--- config.mk ---
export PLATFORM = sky130hd
export DESIGN_NAME = sub_share_arbiter_flat
export DESIGN_NICKNAME = d
export VERILOG_FILES = /design/src/rtl/sub_share_arbiter_if.sv /design/src/rtl/sub_share_arbiter.sv /design/src/flat_wrapper.sv
export SDC_FILE = /design/constraint.sdc
export NUM_CORES = 1
export LEC_CHECK = 0
export BUFFER_PORTS_ARGS = -buffer_cell sky130_fd_sc_hd__buf_2
export CAP_MARGIN = 30
export CORE_UTILIZATION = 39
export DETAILED_ROUTE_END_ITERATION = 8
export PLACE_DENSITY = 0.71
export SYNTH_ARGS = -nofsm -noshare
export SYNTH_HDL_FRONTEND = slang
export SYNTH_SLANG_ARGS = --single-unit
--- constraint.sdc ---
create_clock -name Clk -period 5.4 [get_ports Clk]
set_clock_uncertainty 0.2 [all_clocks]
set_input_delay 0.54 -clock Clk [delete_from_list [all_inputs] [get_ports Clk]]
set_output_delay 0.54 -clock Clk [all_outputs]
set_load 0.02 [all_outputs]
--- src/rtl/sub_share_arbiter_if.sv ---
// Request/result bundle between NREQ requesters and the shared subtractor.
// Latency: none (wires only).
// Backpressure: none; requesters hold req and operands until their gnt bit pulses.
//
// Signals:
//   req    requester -> arbiter  one request bit per requester
//   a_bus  requester -> arbiter  minuend lanes, lane i = [i*DATAWIDTH +: DATAWIDTH]
//   b_bus  requester -> arbiter  subtrahend lanes, same packing
//   gnt    arbiter -> requester  one-hot grant pulse
//   diff   arbiter -> requester  a - b of the granted requester
//   borrow arbiter -> requester  1 when a < b (unsigned)
//   valid  arbiter -> requester  one-cycle pulse qualifying diff/borrow/id
//   id     arbiter -> requester  owner of the current result
interface sub_share_arbiter_if #(
    parameter int NREQ      = 4,
    parameter int DATAWIDTH = 8,
    parameter int IDW       = 2
);
    logic [NREQ-1:0]           req;
    logic [NREQ*DATAWIDTH-1:0] a_bus;
    logic [NREQ*DATAWIDTH-1:0] b_bus;
    logic [NREQ-1:0]           gnt;
    logic [DATAWIDTH-1:0]      diff;
    logic                      borrow;
    logic                      valid;
    logic [IDW-1:0]            id;

    // Requester side.
    modport master (
        output req, a_bus, b_bus,
        input  gnt, diff, borrow, valid, id
    );

    // Arbiter side.
    modport slave (
        input  req, a_bus, b_bus,
        output gnt, diff, borrow, valid, id
    );
endinterface

--- src/rtl/sub_share_arbiter.sv ---
// Round-robin arbiter time-sharing one unsigned subtractor among NREQ requesters.
// Latency: req sampled at edge t -> gnt during t+1 -> valid/diff/borrow/id during t+2.
// Backpressure: none; one operation per two cycles, losers keep req asserted and wait.
//
// Ports:
//   Clk  rising-edge clock
//   Rst  asynchronous active-high reset
//   bus  slave side of sub_share_arbiter_if (req/a_bus/b_bus in, gnt/diff/borrow/valid/id out)
// The interface instance must be built with the same NREQ/DATAWIDTH/IDW as this module.
module sub_share_arbiter #(
    parameter int NREQ      = 4,
    parameter int DATAWIDTH = 8,
    parameter int IDW       = 2
) (
    input  logic                  Clk,
    input  logic                  Rst,
    sub_share_arbiter_if.slave    bus
);

    typedef enum logic {
        ARB   = 1'b0,
        GRANT = 1'b1
    } state_t;

    state_t               state_q;
    logic [IDW-1:0]       ptr_q;
    logic [IDW-1:0]       wid_q;
    logic [DATAWIDTH-1:0] opa_q;
    logic [DATAWIDTH-1:0] opb_q;
    logic [NREQ-1:0]      gnt_q;
    logic [DATAWIDTH-1:0] diff_q;
    logic                 borrow_q;
    logic                 valid_q;
    logic [IDW-1:0]       id_q;

    // Arbitration results for the current cycle.
    logic                 any_req;
    logic [IDW-1:0]       win_d;
    logic [IDW-1:0]       ptr_d;
    logic [NREQ-1:0]      gnt_d;
    logic [DATAWIDTH-1:0] opa_d;
    logic [DATAWIDTH-1:0] opb_d;

    // Round-robin pick without a rotator: the lowest set bit at or above ptr
    // wins; if there is none, the search wraps and the lowest set bit overall
    // wins. Loops run downward so the last assignment is the lowest index.
    logic           hi_found;
    logic [IDW-1:0] hi_idx;
    logic [IDW-1:0] lo_idx;

    always_comb begin
        any_req  = |bus.req;
        hi_found = 1'b0;
        hi_idx   = '0;
        lo_idx   = '0;
        for (int i = NREQ - 1; i >= 0; i--) begin
            if (bus.req[i]) begin
                lo_idx = IDW'(i);
            end
            if (bus.req[i] && (i >= int'(ptr_q))) begin
                hi_found = 1'b1;
                hi_idx   = IDW'(i);
            end
        end
        win_d = hi_found ? hi_idx : lo_idx;
    end

    // Pointer moves just past the winner, wrapping NREQ-1 -> 0 so it never
    // holds an index outside the requester range.
    always_comb begin
        if (win_d == IDW'(NREQ - 1)) begin
            ptr_d = '0;
        end else begin
            ptr_d = win_d + IDW'(1);
        end
    end

    // One-hot grant and operand lane mux for the winner.
    always_comb begin
        gnt_d = '0;
        opa_d = '0;
        opb_d = '0;
        for (int i = 0; i < NREQ; i++) begin
            if (win_d == IDW'(i)) begin
                gnt_d[i] = 1'b1;
                opa_d    = bus.a_bus[i*DATAWIDTH +: DATAWIDTH];
                opb_d    = bus.b_bus[i*DATAWIDTH +: DATAWIDTH];
            end
        end
    end

    // Two-state controller with registered outputs. Operands are captured at
    // the arbitration edge so lane changes during the gnt cycle are harmless.
    always_ff @(posedge Clk or posedge Rst) begin
        if (Rst) begin
            state_q  <= ARB;
            ptr_q    <= '0;
            wid_q    <= '0;
            opa_q    <= '0;
            opb_q    <= '0;
            gnt_q    <= '0;
            diff_q   <= '0;
            borrow_q <= 1'b0;
            valid_q  <= 1'b0;
            id_q     <= '0;
        end else begin
            case (state_q)
                ARB: begin
                    valid_q <= 1'b0;
                    if (any_req) begin
                        gnt_q   <= gnt_d;
                        opa_q   <= opa_d;
                        opb_q   <= opb_d;
                        wid_q   <= win_d;
                        ptr_q   <= ptr_d;
                        state_q <= GRANT;
                    end else begin
                        gnt_q <= '0;
                    end
                end
                GRANT: begin
                    // req is deliberately ignored here; a requester still
                    // asserting next cycle competes as a fresh request.
                    diff_q   <= opa_q - opb_q;
                    borrow_q <= (opa_q < opb_q);
                    id_q     <= wid_q;
                    valid_q  <= 1'b1;
                    gnt_q    <= '0;
                    state_q  <= ARB;
                end
                default: begin
                    gnt_q   <= '0;
                    valid_q <= 1'b0;
                    state_q <= ARB;
                end
            endcase
        end
    end

    assign bus.gnt    = gnt_q;
    assign bus.diff   = diff_q;
    assign bus.borrow = borrow_q;
    assign bus.valid  = valid_q;
    assign bus.id     = id_q;

endmodule

--- src/flat_wrapper.sv ---
// flat-port wrapper written by rule: the top's interface ports become plain ports
module sub_share_arbiter_flat 
#(
    parameter int NREQ      = 4,
    parameter int DATAWIDTH = 8,
    parameter int IDW       = 2
)
  (Clk, Rst, bus_req, bus_a_bus, bus_b_bus, bus_gnt, bus_diff, bus_borrow, bus_valid, bus_id);
  sub_share_arbiter_if #(.NREQ(NREQ), .DATAWIDTH(DATAWIDTH), .IDW(IDW)) bus_i ();
  input  logic Clk;
  input  logic Rst;
  input wire logic [$bits(bus_i.req)-1:0] bus_req;
  input wire logic [$bits(bus_i.a_bus)-1:0] bus_a_bus;
  input wire logic [$bits(bus_i.b_bus)-1:0] bus_b_bus;
  output wire logic [$bits(bus_i.gnt)-1:0] bus_gnt;
  output wire logic [$bits(bus_i.diff)-1:0] bus_diff;
  output wire logic [$bits(bus_i.borrow)-1:0] bus_borrow;
  output wire logic [$bits(bus_i.valid)-1:0] bus_valid;
  output wire logic [$bits(bus_i.id)-1:0] bus_id;
  assign bus_i.req = bus_req;
  assign bus_i.a_bus = bus_a_bus;
  assign bus_i.b_bus = bus_b_bus;
  assign bus_gnt = bus_i.gnt;
  assign bus_diff = bus_i.diff;
  assign bus_borrow = bus_i.borrow;
  assign bus_valid = bus_i.valid;
  assign bus_id = bus_i.id;
  sub_share_arbiter #(.NREQ(NREQ), .DATAWIDTH(DATAWIDTH), .IDW(IDW)) u_core (.Clk(Clk), .Rst(Rst), .bus(bus_i));
endmodule
* Yosys cells after proc, flatten, opt, wreduce, memory -nomap -nowiden
Cells that the tools add are included.
** Cells by class
- Add/sub/neg operators :: 2
- Multipliers :: 0
- Div/mod/pow operators :: 0
- $lt $le $gt $ge :: 4
- Equal/unequal tests :: 3
- Shift-type cells :: 0
- Mux-type cells :: 30
- Bitwise logic cells :: 1
- Reductions and logical operators :: 6
** Operators by type and width (count)
- $mux 8 :: 8
- $mux 2 :: 9
- $mux 1 :: 9
- $lt 8x8->1 :: 1
- $pmux 4 s2 :: 1
- $sub 8x8->8 :: 1
- $eq 2x2->1 const B :: 2
- $ge 1x2->1 const A :: 2
- $mux 4 :: 1
- $pmux 1 s2 :: 2
- $reduce_or 4->1 :: 1
- $logic_and 1x1->1 :: 3
- $add 2x1->2 const B :: 1
- $eq 2x1->1 const B :: 1
- $ge 2x2->1 const A :: 1
- $logic_not 2->1 :: 1
- $reduce_and 2->1 :: 1
- $not 1->1 :: 1
** Word-level totals
- Bits in registers :: 37
- Latch bits :: 0
- Memory bits (writable) :: 0
- Bits in read-only memories :: 0
- Input bits :: 70
- Output and inout bits :: 16
- Word-level logic and storage cells :: 56
- Memories :: 0

* Depth between registers and ports, before layout
Gate-level depths: netlist of the first run.
- Word-level depth :: 11
- Depth in mapped cells :: 11
- Depth with buffers taken out :: 9

* Least setup slack after synthesis of the first run
No wires, ideal clock.
- Path kind :: in2reg
- Start :: input port bus_req[1]
- End :: register u_core.opa_q[0]
- Library setup time :: 0.124 ns
- Arrival :: 2.057 ns
- Data required time :: 5.076 ns
- Path slack :: 3.019 ns
- Stages :: 11
- Path buffers :: 2
- Cell sequence :: a21boi_0 > o22ai_1 > a21oi_1 > inv_1 > ha_1 > buf_2 > clkbuf_1 > a21oi_1 > o21ai_0 > a22oi_1 > a21oi_1
** On the way
- Cells in the longest elaborated chain, start to end :: 9
- Elaborated cells on any way between the ends :: 18
- Those cells by class :: eq/ne: 3; mux: 11; reduce/logical: 4
** Ends and longest elaborated chain
- start: declaration :: RTL line flat_wrapper.sv:12 : input wire logic [$bits(bus_i.req)-1:0] bus_req;
- $logic_and 1x1->1 :: RTL line sub_share_arbiter.sv:60 : if (bus.req[i] && (i >= int'(ptr_q))) begin
- $mux 2 or $mux 1 (tied branches) (2 in series) :: RTL line sub_share_arbiter.sv:60
- $mux 2 * :: RTL line sub_share_arbiter.sv:65 : win_d = hi_found ? hi_idx : lo_idx;
- net u_core.win_d[0] :: RTL line sub_share_arbiter.sv:38 : logic [IDW-1:0] win_d;
- $logic_not 2->1 :: RTL line sub_share_arbiter.sv:84 : if (win_d == IDW'(i)) begin
- $mux 8 (3 in series) :: RTL line sub_share_arbiter.sv:84
- $mux 8 * :: RTL line sub_share_arbiter.sv:84
- end signal: assignment :: RTL line sub_share_arbiter.sv:112 : opa_q <= opa_d;
- end: declaration :: RTL line sub_share_arbiter.sv:28 : logic [DATAWIDTH-1:0] opa_q;
The timed path passes the listed nets; every way through them passes the cells marked *.
A chain may end at the register's enable or synchronous reset.

* Worst setup path after layout of the first run
- Start :: register u_core.ptr_q[1]
- End :: register u_core.opa_q[4]
** On the way
- Cells in the longest elaborated chain, start to end :: 11
- Elaborated cells on any way between the ends :: 21
- Those cells by class :: order compare: 3; eq/ne: 3; mux: 11; reduce/logical: 4
** Ends and longest elaborated chain
- start: declaration :: RTL line sub_share_arbiter.sv:26 : logic [IDW-1:0] ptr_q;
- start signal: assignment :: RTL line sub_share_arbiter.sv:115 : ptr_q <= ptr_d;
- $ge 2x2->1 :: RTL line sub_share_arbiter.sv:60
- $logic_and 1x1->1 :: RTL line sub_share_arbiter.sv:60
- $mux 2 or $mux 1 (tied branches) (3 in series) :: RTL line sub_share_arbiter.sv:60
- $mux 2 * :: RTL line sub_share_arbiter.sv:65
- net u_core.win_d[0] :: RTL line sub_share_arbiter.sv:38
- $logic_not 2->1 :: RTL line sub_share_arbiter.sv:84
- $mux 8 (3 in series) :: RTL line sub_share_arbiter.sv:84
- $mux 8 * :: RTL line sub_share_arbiter.sv:84
Marked as above.

==> key figures, run 1 <==
Status
  – Outcome: finished, final reports clean

Critical path
  – Worst Path Required: between 5 and 6 ns
  – Worst Setup Path Type: reg2reg
  – CP Data Arrival Time: approximately 2.8 ns
  – Worst R2R Start: u_core.ptr_q[1]
  – Most common cell on crit path: a21oi_1
  – Critical Path Max Stage Delay: 0.87 ns
  – Cell Chain, Critical Path: mux2i_1, o22ai_1, a21oi_1, ha_1, o21ai_0, a22oi_1, a21oi_1
  – CP delay by family, top: compound AO/OA/AOI/OAI gates
  – Critical path fanouts, max: 33
  – Worst R2R Path Depth: 7
  – Flop2flop setup slack: between 2 and 3 ns
  – Crit end category: flip-flop
  – Worst path bufs/invs: 0
  – CP max-delay cell: ha_1
  – Setup crit start kind: flip-flop
  – RR Endpoint: u_core.opa_q[4]

Floorplanning
  – Site row count: 28
  – Die ar.: 6430 sq um
  – IO Count: 86
  – Chip width: between 80 and 90 microns
  – Core Box Area: just under 6000 sq um
  – Die H: 80.2 microns
  – Initial Util: between 40% and 50%

Final layout
  – Post-route cell area: about 2900 sq um
  – Nets@finish: roughly 450
  – Filler cell count: 569
  – Layout area overhead: 22.9%
  – Seq. cell area: roughly 900 sq um
  – Layout cell share with drive strength beyond 1: ~28%
  – ANT cells: 0
  – Multi-input gate area: about 1200 sq um
  – Final cell count without fillers: 438

Synth
  – Synth area leader: dfrtp_1
  – Synth Net Count: roughly 370
  – Sequential fraction of the synthesis area: 38.8%
  – Asr flop ratio synth: between 90% and 100%
  – Synth Flop Type: dfrtp_1
  – Synth area leaders: dfrtp_1 39%, a21oi_1 12%, ha_1 6.3%, o21ai_0 5.5%, a22oi_1 5.0%
  – Mean post-synth cell area: 8.28 sq um
  – Syn. warnings: 0
  – Most frequent cell after synthesis: a21oi_1
  – Yosys reg bits: 37
  – Mapped cell area: 2390 sq um
  – Yosys top cell area share: between 30% and 40%
  – Commonest cells post-synth: 58 x a21oi_1, 37 x dfrtp_1, 30 x inv_1
  – Yosys cell types: 36
  – Cells after synthesis: ~290
  – Number of synthesized flops with an enable pin: 0

Placement
  – Pre-CTS setup slack: around 2.3 ns
  – Dpl cells: 430
  – Placed cell areas: 2820 sq um
  – Port bufs: between 80 and 90
  – GP Congestion: between 0.8 and 0.9
  – Post-DP HPWL: between 3000 and 4000 microns

Clocking
  – TritonCTS buffer count: 5
  – Hold Buf Count CTS: 0
  – CTS H-tree lvls: 2
  – # resized after CTS: 0
  – CTS tree: yes
  – Clock-pin slew on the worst setup and hold paths: approximately 0.070 ns
  – Clock latency on the worst-skew pair: 0.29 ns
  – Setup Fix Bufs, Post-CTS: 0
  – Clock sink total: 37
  – Clock tree buffer depth: 2
  – Clock root buffer: clkbuf_8

Detailed routing
  – Iter 0 DRT Violations: about 110
  – DRC Markers: 0
  – Routed WL: around 5200 microns
  – WL/cell: ~12 microns
  – Number of detailed-route iterations in the first pass: 5
  – Final ANT Viol Nets: 0
  – Vias: between 2000 and 2500
  – Via density per instance: around 5.0

Power and ir drop
  – Worst VDD drop: a little under 0.2 mV
  – Static Leak: 0.00146 uW
  – PD cells: between 500 and 600 nW/um^2

STA
  – Achievable Freq: between 300 and 400 MHz
  – Final worst path period share: between 50% and 60%
  – Unrepaired setup endpoints after global routing: false
  – Final Hold Viols: 0
  – Slew Limit Fails: 0
  – Relative slew slack: between 20% and 30%
  – Final setup vio count: 0
  – Post-route setup slack: approximately 2.5 ns
  – Post-layout min period: 2.88 ns
  – Setup Total Neg Slack: 0 ns
  – Worst slew pin tran: approximately 1.1 ns

GRT
  – Grt ovf: 0
  – GRT Util Overall: 17.1%
  – First-pass GRT wire length: around 8600 microns
  – Largest net degree at the start of global routing: 42
  – Antenna violations before repair: 0
  – Vias in the first global route: 1904

Flow run
  – Max cap viols: 0

Hold path
  – Hold Path Class: in2async
where the power goes:
group          leakage, uW  internal [uW]  total, uW  switching [uW]
sequential        0.000436            409        493            83.8
clock            0.0000443            101        192            90.9
combinational     0.000977            424        979             555
total              0.00146            934       1660             730
flip-flops by register name, indices dropped and copies added, names as in the netlist:
| signal | cells |
|---|---|
| u_core.bus.valid | 1 |
| u_core.opb_q | 8 |
| u_core.wid_q | 2 |
| u_core.ptr_q | 2 |
| u_core.bus.gnt | 4 |
| u_core.bus.borrow | 1 |
| u_core.bus.id | 2 |
| u_core.bus.diff | 8 |
| u_core.state_q | 1 |
| u_core.opa_q | 8 |
layout make-up:
class | count | area share [%]
repair buffers | 88 | 15.9
multi-input cells | 201 | 42.6
inverters | 30 | 3.84
clock buffers | 7 | 2.94
well taps | 75 | 3.20
flip-flops and latches | 37 | 31.6
worst max-delay path by stage:
stage | cells past startpoint | slack (ns) | endpoint | from
after floorplan | 11 | 3.02 | u_core.opa_q[0] | bus_req[1]
after global placement | 8 | 2.41 | u_core.opa_q[4] | bus_req[1]
after detailed placement | 8 | 2.31 | u_core.opa_q[4] | bus_req[1]
after CTS | 7 | 2.54 | u_core.opa_q[4] | u_core.ptr_q[1]
after global routing | 7 | 2.22 | u_core.opa_q[4] | u_core.ptr_q[1]
final | 7 | 2.52 | u_core.opa_q[4] | u_core.ptr_q[1]
placed cells by master (no fill, tap or decap), types with 2 or more instances in the layout:
cell type / netlist / layout
inv_1: 30 / 30
nor2b_1: 3 / 3
buf_4: 0 / 2
and2_1: 4 / 4
mux2_2: 6 / 6
o21ai_0: 26 / 26
ha_1: 12 / 12
a21o_1: 2 / 2
a22oi_1: 16 / 16
nand2_1: 21 / 21
clkbuf_8: 0 / 6
nor2_1: 24 / 24
a21oi_1: 58 / 58
a211oi_1: 2 / 2
xnor2_1: 2 / 2
mux2i_1: 3 / 3
buf_2: 7 / 85
nand2b_1: 2 / 2
o21a_1: 2 / 2
dfrtp_1: 37 / 37
o31a_1: 2 / 2
o22ai_1: 2 / 2
logic make-up after synthesis:
family / Yosys count / synth area share [%]
and+or+nand+nor: 59 / 11.3
AOI/OAI and AO/OA: 118 / 29.1
adders and majority gates: 13 / 7.13
muxes: 9 / 4.09
xor gates and xnor gates: 2 / 0.734
buffers and inverters: 50 / 8.86
DFF: 37 / 38.8
worst reg2reg max path, stage by stage, from the launching register on:
cell and delay [ns]:
dfrtp_1 0.45, mux2i_1 0.22, o22ai_1 0.09, a21oi_1 0.32
ha_1 0.87, o21ai_0 0.28, a22oi_1 0.23, a21oi_1 0.10
stage by stage:
| step | util [%] | total power (uW) | hold slack [ns] |
|---|---|---|---|
| floorplan | - | 1250 | 0.200 |
| global placement | 47.7 | 1440 | 0.280 |
| detailed placement | 47.7 | 1460 | 0.273 |
| CTS | 49.1 | 1660 | 0.165 |
| global route | 49.5 | 1830 | 0.191 |
| finish | 49.5 | 1660 | 0.148 |
routing by layer:
metal,vias up,global-route usage [%],share of wire [%]
met5,-,0,0
met4,0,5.54,1.4
met3,8,4.09,6.3
met2,83,24.7,42
met1,972,25.0,51
li1,1147,-,-
(Power assumes the default switching activity.)
==> run 2: changes to the inputs <==
Clock period 5.4 ns to 2.8 ns, I/O delays scaled along.
==> key figures, run 2 (synthesis gave the netlist of run 1 again) <==
Final layout
  – Most frequent cells in the layout: 85 x buf_2, 58 x a21oi_1, 37 x dfrtp_1, 30 x inv_1, 26 x o21ai_0 (unchanged)
  – ANT cells: 0 (unchanged)
  – Commonest non-fill, non-tap cell in the layout: buf_2 (unchanged)
  – Nets@finish: 454 (was 446)
  – Post-route cell area: 3000 sq um (was 2930 sq um)
  – Final cell count without fillers: 447 (was 438)
  – Layout Utilization: 50.6% (was 49.5%)
  – Layout area overhead: 25.5% (was 22.9%)
  – Filler cell count: 576 (was 569)
  – Layout cell share with drive strength beyond 1: 30.4% (was 28.4%)

STA
  – Final setup vio count: 0 (unchanged)
  – Final Hold Viols: 0 (unchanged)
  – Final worst path period share: 83.1% (was 53.4%)
  – Slew Limit Fails: 0 (unchanged)
  – Unrepaired setup endpoints after global routing: false (unchanged)
  – Setup Total Neg Slack: 0 ns (unchanged)
  – Relative slew slack: 50.7% (was 29.8%)
  – Post-layout min period: 2.33 ns (was 2.88 ns)
  – Worst slew pin tran: 0.738 ns (was 1.05 ns)
  – Achievable Freq: 430 MHz (was 347 MHz)

Clocking
  – TritonCTS buffer count: 5 (unchanged)
  – Clock tree buffer depth: 2 (unchanged)
  – Clock sink total: 37 (unchanged)
  – Clock root buffer: clkbuf_8 (unchanged)
  – CTS tree: yes (unchanged)
  – Clock-pin slew on the worst setup and hold paths: 0.07 ns (about the same)
  – CTS H-tree lvls: 2 (unchanged)
  – Clock latency on the worst-skew pair: 0.29 ns (about the same)

Placement
  – Dpl cells: 438 (was 430)
  – Port bufs: 85 (unchanged)
  – Placed cell areas: 2880 sq um (was 2820 sq um)
  – Post-DP HPWL: 4100 microns (was 3830 microns)
  – GP Congestion: 0.863 (was 0.868)

Floorplanning
  – Die ar.: 6430 sq um (unchanged)
  – Chip width: 80.2 microns (unchanged)
  – Core Box Area: 5920 sq um (unchanged)
  – Initial Util: 40.3% (unchanged)
  – IO Count: 86 (unchanged)
  – Die H: 80.2 microns (unchanged)
  – Site row count: 28 (unchanged)

Power and ir drop
  – Static Leak: 0.00150 uW (was 0.00146 uW)
  – Worst VDD drop: 0.394 mV (was 0.195 mV)
  – PD cells: 1100 nW/um^2 (was 567 nW/um^2)
  – Total power: 3290 uW (was 1660 uW)

GRT
  – Antenna violations before repair: 0 (unchanged)
  – GRT Util Overall: 18.1% (was 17.1%)
  – First-pass GRT wire length: 9050 microns (was 8570 microns)
  – Largest net degree at the start of global routing: 41 (was 42)
  – Grt ovf: 0 (unchanged)
  – Vias in the first global route: 1992 (was 1904)

Hold path
  – Hold Path Class: in2reg (was in2async)
  – WHS Path Cells: 3

Critical path
  – Worst path bufs/invs: 2 (was 0)
  – WP depth: 9 (was 7)
  – Worst Setup Path Type: reg2reg (unchanged)
  – CP delay by family, top: compound AO/OA/AOI/OAI gates (unchanged)
  – Crit end category: flip-flop (unchanged)
  – Most common cell on crit path: a21oi_1 (unchanged)
  – Setup crit start kind: flip-flop (unchanged)
  – CP Data Arrival Time: 2.29 ns (was 2.84 ns)
  – Cell Chain, Critical Path: mux2i_1, o22ai_1, a21oi_1, inv_1, ha_2, buf_4, a21oi_1, a22oi_1, a21oi_1 (was mux2i_1, o22ai_1, a21oi_1, ha_1, o21ai_0, a22oi_1, a21oi_1)
  – Critical path fanouts, max: 29 (was 33)
  – Critical Path Max Stage Delay: 0.52 ns (was 0.87 ns)
  – Worst Path Required: 2.76 ns (was 5.36 ns)
  – CP max-delay cell: ha_2 (was ha_1)
  – Worst R2R Path Depth: 9 (was 7)

Detailed routing
  – DRC Markers: 0 (unchanged)
  – Number of detailed-route iterations in the first pass: 4 (was 5)
  – Vias: 2285 (was 2210)
  – Routed WL: 5450 microns (was 5210 microns)
  – Final ANT Viol Nets: 0 (unchanged)
  – Iter 0 DRT Violations: 122 (was 106)
  – Via density per instance: 5.11 (was 5.05)
  – WL/cell: 12.2 microns (was 11.9 microns)

Status
  – Outcome: finished, final reports clean (unchanged)

Flow run
  – Max cap viols: 0 (unchanged)
## run 2: cell types whose count changed in the layout (fill, tap and decap cells not counted), sizes merged
cell,before,now
dlygate4sd3,0,1
buf,87,95
clkinv,0,1
clkbuf,8,7
## run 2: routing by layer
layer  part of all wire [%]  track usage, %  vias to the layer above
li1                       -               -                     1171
met1                     48            25.6                     1030
met2                     44            27.1                       77
met3                    6.5            4.77                        7
met4                    1.1            4.82                        0
met5                      0               0                        -
## run 2: stage by stage
step                      setup WS, ns  hold slack (ns)
after floorplan                  0.533            0.200
after global placement           0.284            0.244
after detailed placement         0.202            0.247
after CTS                        0.182           0.0946
after global routing             0.225            0.106
final                            0.474            0.109
## run 2: timing repair
action | CTS | global route
endpoints found under the hold margin | 19 | 0
setup buffers | 0 | 0
setup endpoints to repair | 0 | 10
gates resized for setup | 0 | 1
hold buffers | 1 | 0
## run 2: cell type report
cell class | instances | area, sq um | share of cell area, %
well taps | 75 | 93.8 | 3.13
clock buffers | 7 | 96.3 | 3.22
inverters | 30 | 113 | 3.76
multi-input cells | 201 | 1250 | 41.8
clock inverters | 1 | 5.00 | 0.167
repair buffers | 96 | 510 | 17.0
flip-flops and latches | 37 | 926 | 30.9
## run 2: path summary, 6_finish.rpt
path	slack (ns)	to	start
worst max-delay path	0.47	u_core.opb_q[0]	u_core.ptr_q[1]
worst min-delay path	0.11	u_core.opa_q[6]	bus_a_bus[30]
worst max register to register	0.47	u_core.opb_q[0]	u_core.ptr_q[1]
worst min register to register	0.29	u_core.bus.diff[4]	u_core.bus.diff[4]
max in group asynchronous	1.23	u_core.opa_q[2]	Rst
min in group asynchronous	0.45	u_core.bus.id[1]	Rst
## run 2: worst register-to-register path, stage by stage (launching register included)
cell	delay [ns]
dfrtp_1	0.44
mux2i_1	0.15
o22ai_1	0.16
a21oi_1	0.08
inv_1	0.09
ha_2	0.52
buf_4	0.23
a21oi_1	0.06
a22oi_1	0.18
a21oi_1	0.09
## run 2: power breakdown
part	switching [uW]	internal [uW]
Sequential	148	788
Combinational	1110	836
Clock	189	222
Total	1450	1850
==> run 3: changes to the inputs <==
Settings changed: ABC_AREA set to 1, PLACE_DENSITY 0.71 to 0.74.
Clock period 2.8 ns to 2 ns, I/O delays scaled along.
==> key figures, run 3 <==
Synth
  – Commonest cells post-synth: 105 x nand2_1, 39 x a21oi_1, 37 x dfrtp_1 (was 58 x a21oi_1, 37 x dfrtp_1, 30 x inv_1)
  – Most frequent cell after synthesis: nand2_1 (was a21oi_1)
  – Synth Net Count: 395 (was 371)
  – Syn. warnings: 0 (unchanged)
  – Yosys cell types: 25 (was 36)
  – Compound-Gate Fraction of Synth Area: 14.6% (was 29.1%)
  – Largest family of logic cells by synthesized area: simple AND/OR/NAND/NOR gates (was compound AO/OA/AOI/OAI gates)
  – Mapped cell area: 2350 sq um (was 2390 sq um)
  – Simple-gate area share of the yosys netlist: 29.0% (was 11.3%)
  – Number of synthesized flops with an enable pin: 0 (unchanged)
  – Synth Area in Adders: 7.23% (was 7.13%)
  – Yosys reg bits: 37 (unchanged)
  – Cells after synthesis: 312 (was 288)
  – Mean post-synth cell area: 7.54 sq um (was 8.28 sq um)
  – Yosys top cell area share: 39.3% (was 38.8%)
  – Sequential fraction of the synthesis area: 39.3% (was 38.8%)
  – Proportion of synthesized area in mux cells: 0% (was 4.09%)
  – Synth Area in XOR/XNOR: 0.744% (was 0.734%)
  – Asr flop ratio synth: 100% (unchanged)
  – Synth Flop Type: dfrtp_1 (unchanged)
  – Synth area leader: dfrtp_1 (unchanged)
  – Synth area leaders: dfrtp_1 39%, nand2_1 17%, a21oi_1 8.3%, ha_1 6.4%, inv_1 5.1% (was dfrtp_1 39%, a21oi_1 12%, ha_1 6.3%, o21ai_0 5.5%, a22oi_1 5.0%)

Power and ir drop
  – PD cells: 1460 nW/um^2 (was 1100 nW/um^2)
  – Net switching power: 2240 uW (was 1450 uW)
  – Static Leak: 0.00174 uW (was 0.00150 uW)
  – Clock power share: 11.9% (was 12.5%)
  – Sequential power share: 26.2% (was 28.4%)
  – Combinational group share of total power: 61.9% (was 59.1%)
  – Internal power: 2610 uW (was 1850 uW)
  – Switching part of the total: 46.2% (was 43.9%)
  – Worst VDD drop: 0.664 mV (was 0.394 mV)

GRT
  – Grt ovf: 0 (unchanged)
  – Largest net degree at the start of global routing: 38 (was 41)
  – First-pass GRT wire length: 10400 microns (was 9050 microns)
  – GRT Util Overall: 20.9% (was 18.1%)
  – Vias in the first global route: 2362 (was 1992)
  – Antenna violations before repair: 0 (unchanged)

Clocking
  – TritonCTS buffer count: 5 (unchanged)
  – CTS H-tree lvls: 2 (unchanged)
  – Clock-pin slew on the worst setup and hold paths: 0.07 ns (about the same)
  – Clock root buffer: clkbuf_8 (unchanged)
  – Clock latency on the worst-skew pair: 0.30 ns (was 0.29 ns)
  – Clock sink total: 37 (unchanged)
  – Clock tree buffer depth: 2 (unchanged)
  – CTS tree: yes (unchanged)

Final layout
  – Commonest non-fill, non-tap cell in the layout: nand2_1 (was buf_2)
  – Most frequent cells in the layout: 97 x nand2_1, 85 x buf_2, 35 x dfrtp_1, 29 x inv_1 (was 85 x buf_2, 58 x a21oi_1, 37 x dfrtp_1, 30 x inv_1, 26 x o21ai_0)
  – Nets@finish: 508 (was 454)
  – Post-route cell area: 3330 sq um (was 3000 sq um)
  – Layout area overhead: 41.5% (was 25.5%)
  – Layout Utilization: 58.7% (was 50.6%)
  – Filler cell count: 505 (was 576)
  – Layout cell share with drive strength beyond 1: 37.8% (was 30.4%)
  – ANT cells: 0 (unchanged)

Critical path
  – Crit end category: flip-flop (unchanged)
  – Worst Path Required: 2.02 ns (was 2.76 ns)
  – Worst path bufs/invs: 3 (was 2)
  – CP max-delay cell: dfrtp_2 (was ha_2)
  – Critical Path Max Stage Delay: 0.47 ns (was 0.52 ns)
  – Worst Setup Path Type: reg2reg (unchanged)
  – Setup crit start kind: flip-flop (unchanged)
  – Flop2flop setup slack: -0.16 ns (was 0.47 ns)
  – CP Data Arrival Time: 2.18 ns (was 2.29 ns)
  – Critical path fanouts, max: 8 (was 29)
  – Cell Chain, Critical Path: a21oi_4, buf_6, a21oi_2, nand2_2, inv_2, ha_4, buf_6, nor2_8, nand2_1, a21oi_1, nand2_1, o211ai_2 (was mux2i_1, o22ai_1, a21oi_1, inv_1, ha_2, buf_4, a21oi_1, a22oi_1, a21oi_1)
  – CP delay by family, top: simple AND/OR/NAND/NOR gates (was compound AO/OA/AOI/OAI gates)

Floorplanning
  – IO Count: 86 (unchanged)
  – Site row count: 27 (was 28)
  – Core Box Area: 5680 sq um (was 5920 sq um)
  – Chip width: 79.7 microns (was 80.2 microns)
  – Initial Util: 41.5% (was 40.3%)
  – Die ar.: 6350 sq um (was 6430 sq um)
  – Die H: 79.7 microns (was 80.2 microns)

STA
  – Final setup vio count: 16 (was 0)
  – Worst slew pin tran: 0.463 ns (was 0.738 ns)
  – Setup Total Neg Slack: -1.50 ns (was 0 ns)
  – Final Hold Viols: 0 (unchanged)
  – Post-route setup slack: -0.159 ns (was 0.474 ns)
  – Slew Limit Fails: 0 (unchanged)
  – Relative slew slack: 69.1% (was 50.7%)
  – Unrepaired setup endpoints after global routing: true (was false)
  – Achievable Freq: 463 MHz (was 430 MHz)
  – Final worst path period share: 108% (was 83.1%)
  – Post-layout min period: 2.16 ns (was 2.33 ns)

Status
  – Outcome: complete, but fails checks (was finished, final reports clean)
  – Failing checks: negative setup slack

Detailed routing
  – Routed WL: 6120 microns (was 5450 microns)
  – Iter 0 DRT Violations: 115 (was 122)
  – Via density per instance: 4.85 (was 5.11)
  – Vias: 2415 (was 2285)
  – Number of detailed-route iterations in the first pass: 5 (was 4)
  – Final ANT Viol Nets: 0 (unchanged)
  – DRC Markers: 0 (unchanged)
  – WL/cell: 12.3 microns (was 12.2 microns)

Placement
  – Post-DP HPWL: 4320 microns (was 4100 microns)
  – Pre-CTS setup slack: -0.250 ns (was 0.202 ns)
  – GP Congestion: 0.786 (was 0.863)
  – Placed cell areas: 2900 sq um (was 2880 sq um)
  – Port bufs: 85 (unchanged)

Flow run
  – Max cap viols: 0 (unchanged)

Hold path
  – Hold Path Class: in2reg (unchanged)
==> run 3: cell types whose count changed after synthesis, moves of 3 or more <==
cell	delta
a21oi_1	-19
mux2_2	-6
clkbuf_1	-11
nand3_1	+16
nand2_1	+84
inv_2	+3
o21ai_0	-17
and2_1	-3
mux2i_1	-3
nor2b_1	-3
a22oi_1	-16
o211ai_2	+7
==> run 3: per-layer routing <==
metal | global-route usage [%] | vias to the layer above | wire, microns
li1 | - | 1219 | -
met1 | 26.7 | 1091 | 2770
met2 | 35.4 | 92 | 2850
met3 | 4.00 | 13 | 374
met4 | 6.91 | 0 | 129
met5 | 0 | - | 0
==> run 3: path summary, 6_finish.rpt <==
check                                 start                to  depth (start not counted)
hold / removal                bus_b_bus[23]   u_core.opb_q[7]                          5
min in group asynchronous               Rst  u_core.bus.valid                          4
max in group asynchronous               Rst   u_core.ptr_q[1]                          4
setup / recovery            u_core.ptr_q[1]   u_core.opa_q[1]                         12
setup reg to reg            u_core.ptr_q[1]   u_core.opa_q[1]                         12
hold reg to reg            u_core.bus.id[1]  u_core.bus.id[1]                          2
==> run 3: cell type report <==
class / count / area (sq um) / area share [%]
Inverter: 35 / 131 / 3.95
Sequential cell: 37 / 928 / 27.9
Clock buffer: 7 / 96.3 / 2.89
Multi-Input combinational cell: 230 / 1350 / 40.7
Tap cell: 72 / 90.1 / 2.71
Timing Repair Buffer: 116 / 724 / 21.8
Clock inverter: 1 / 5.00 / 0.150
==> run 3: worst reg2reg max path, delay by kind of cell (launching register included) <==
| family | cells | cell delay (ns) |
|---|---|---|
| DFF | 1 | 0.47 |
| buffers and inverters | 3 | 0.31 |
| AOI/OAI and AO/OA | 4 | 0.43 |
| and+or+nand+nor | 4 | 0.50 |
| adders and majority gates | 1 | 0.16 |
==> run 3: power groups by stage <==
| stage | Sequential (uW) | Clock (uW) | Combinational [uW] |
|---|---|---|---|
| after detailed placement | 1260 | 0 | 2700 |
| after floorplan | 1410 | 0 | 1910 |
| after CTS | 1250 | 585 | 2950 |
| after global placement | 1260 | 0 | 2630 |
| after global routing | 1320 | 612 | 3400 |
| final | 1270 | 579 | 3010 |
==> run 3: cell families after synthesis <==
group | count (synthesis)
and+or+nand+nor | 157
AOI/OAI and AO/OA | 57
buffers and inverters | 46
DFF | 37
adders and majority gates | 13
xor gates and xnor gates | 2
==> run 3: through the flow <==
stage	instances	hold slack [ns]	total power, uW
2_1_floorplan	312	0.133	3320
3_3_place_gp	470	0.128	3890
3_5_place_dp	470	0.133	3960
4_1_cts	498	0.0587	4790
5_1_grt	498	0.107	5330
6_report	498	0.0651	4860
==> run 3: timing repair <==
| action | 4_1_cts | 5_1_grt |
|---|---|---|
| pin swaps | 9 | 5 |
| cloned | 1 | 0 |
| resized for setup | 26 | 15 |
| hold buffers | 17 | 0 |
| endpoints found under the hold margin | 53 | 0 |
| endpoints found under the setup margin | 16 | 19 |
| buffers inserted | 2 | 0 |
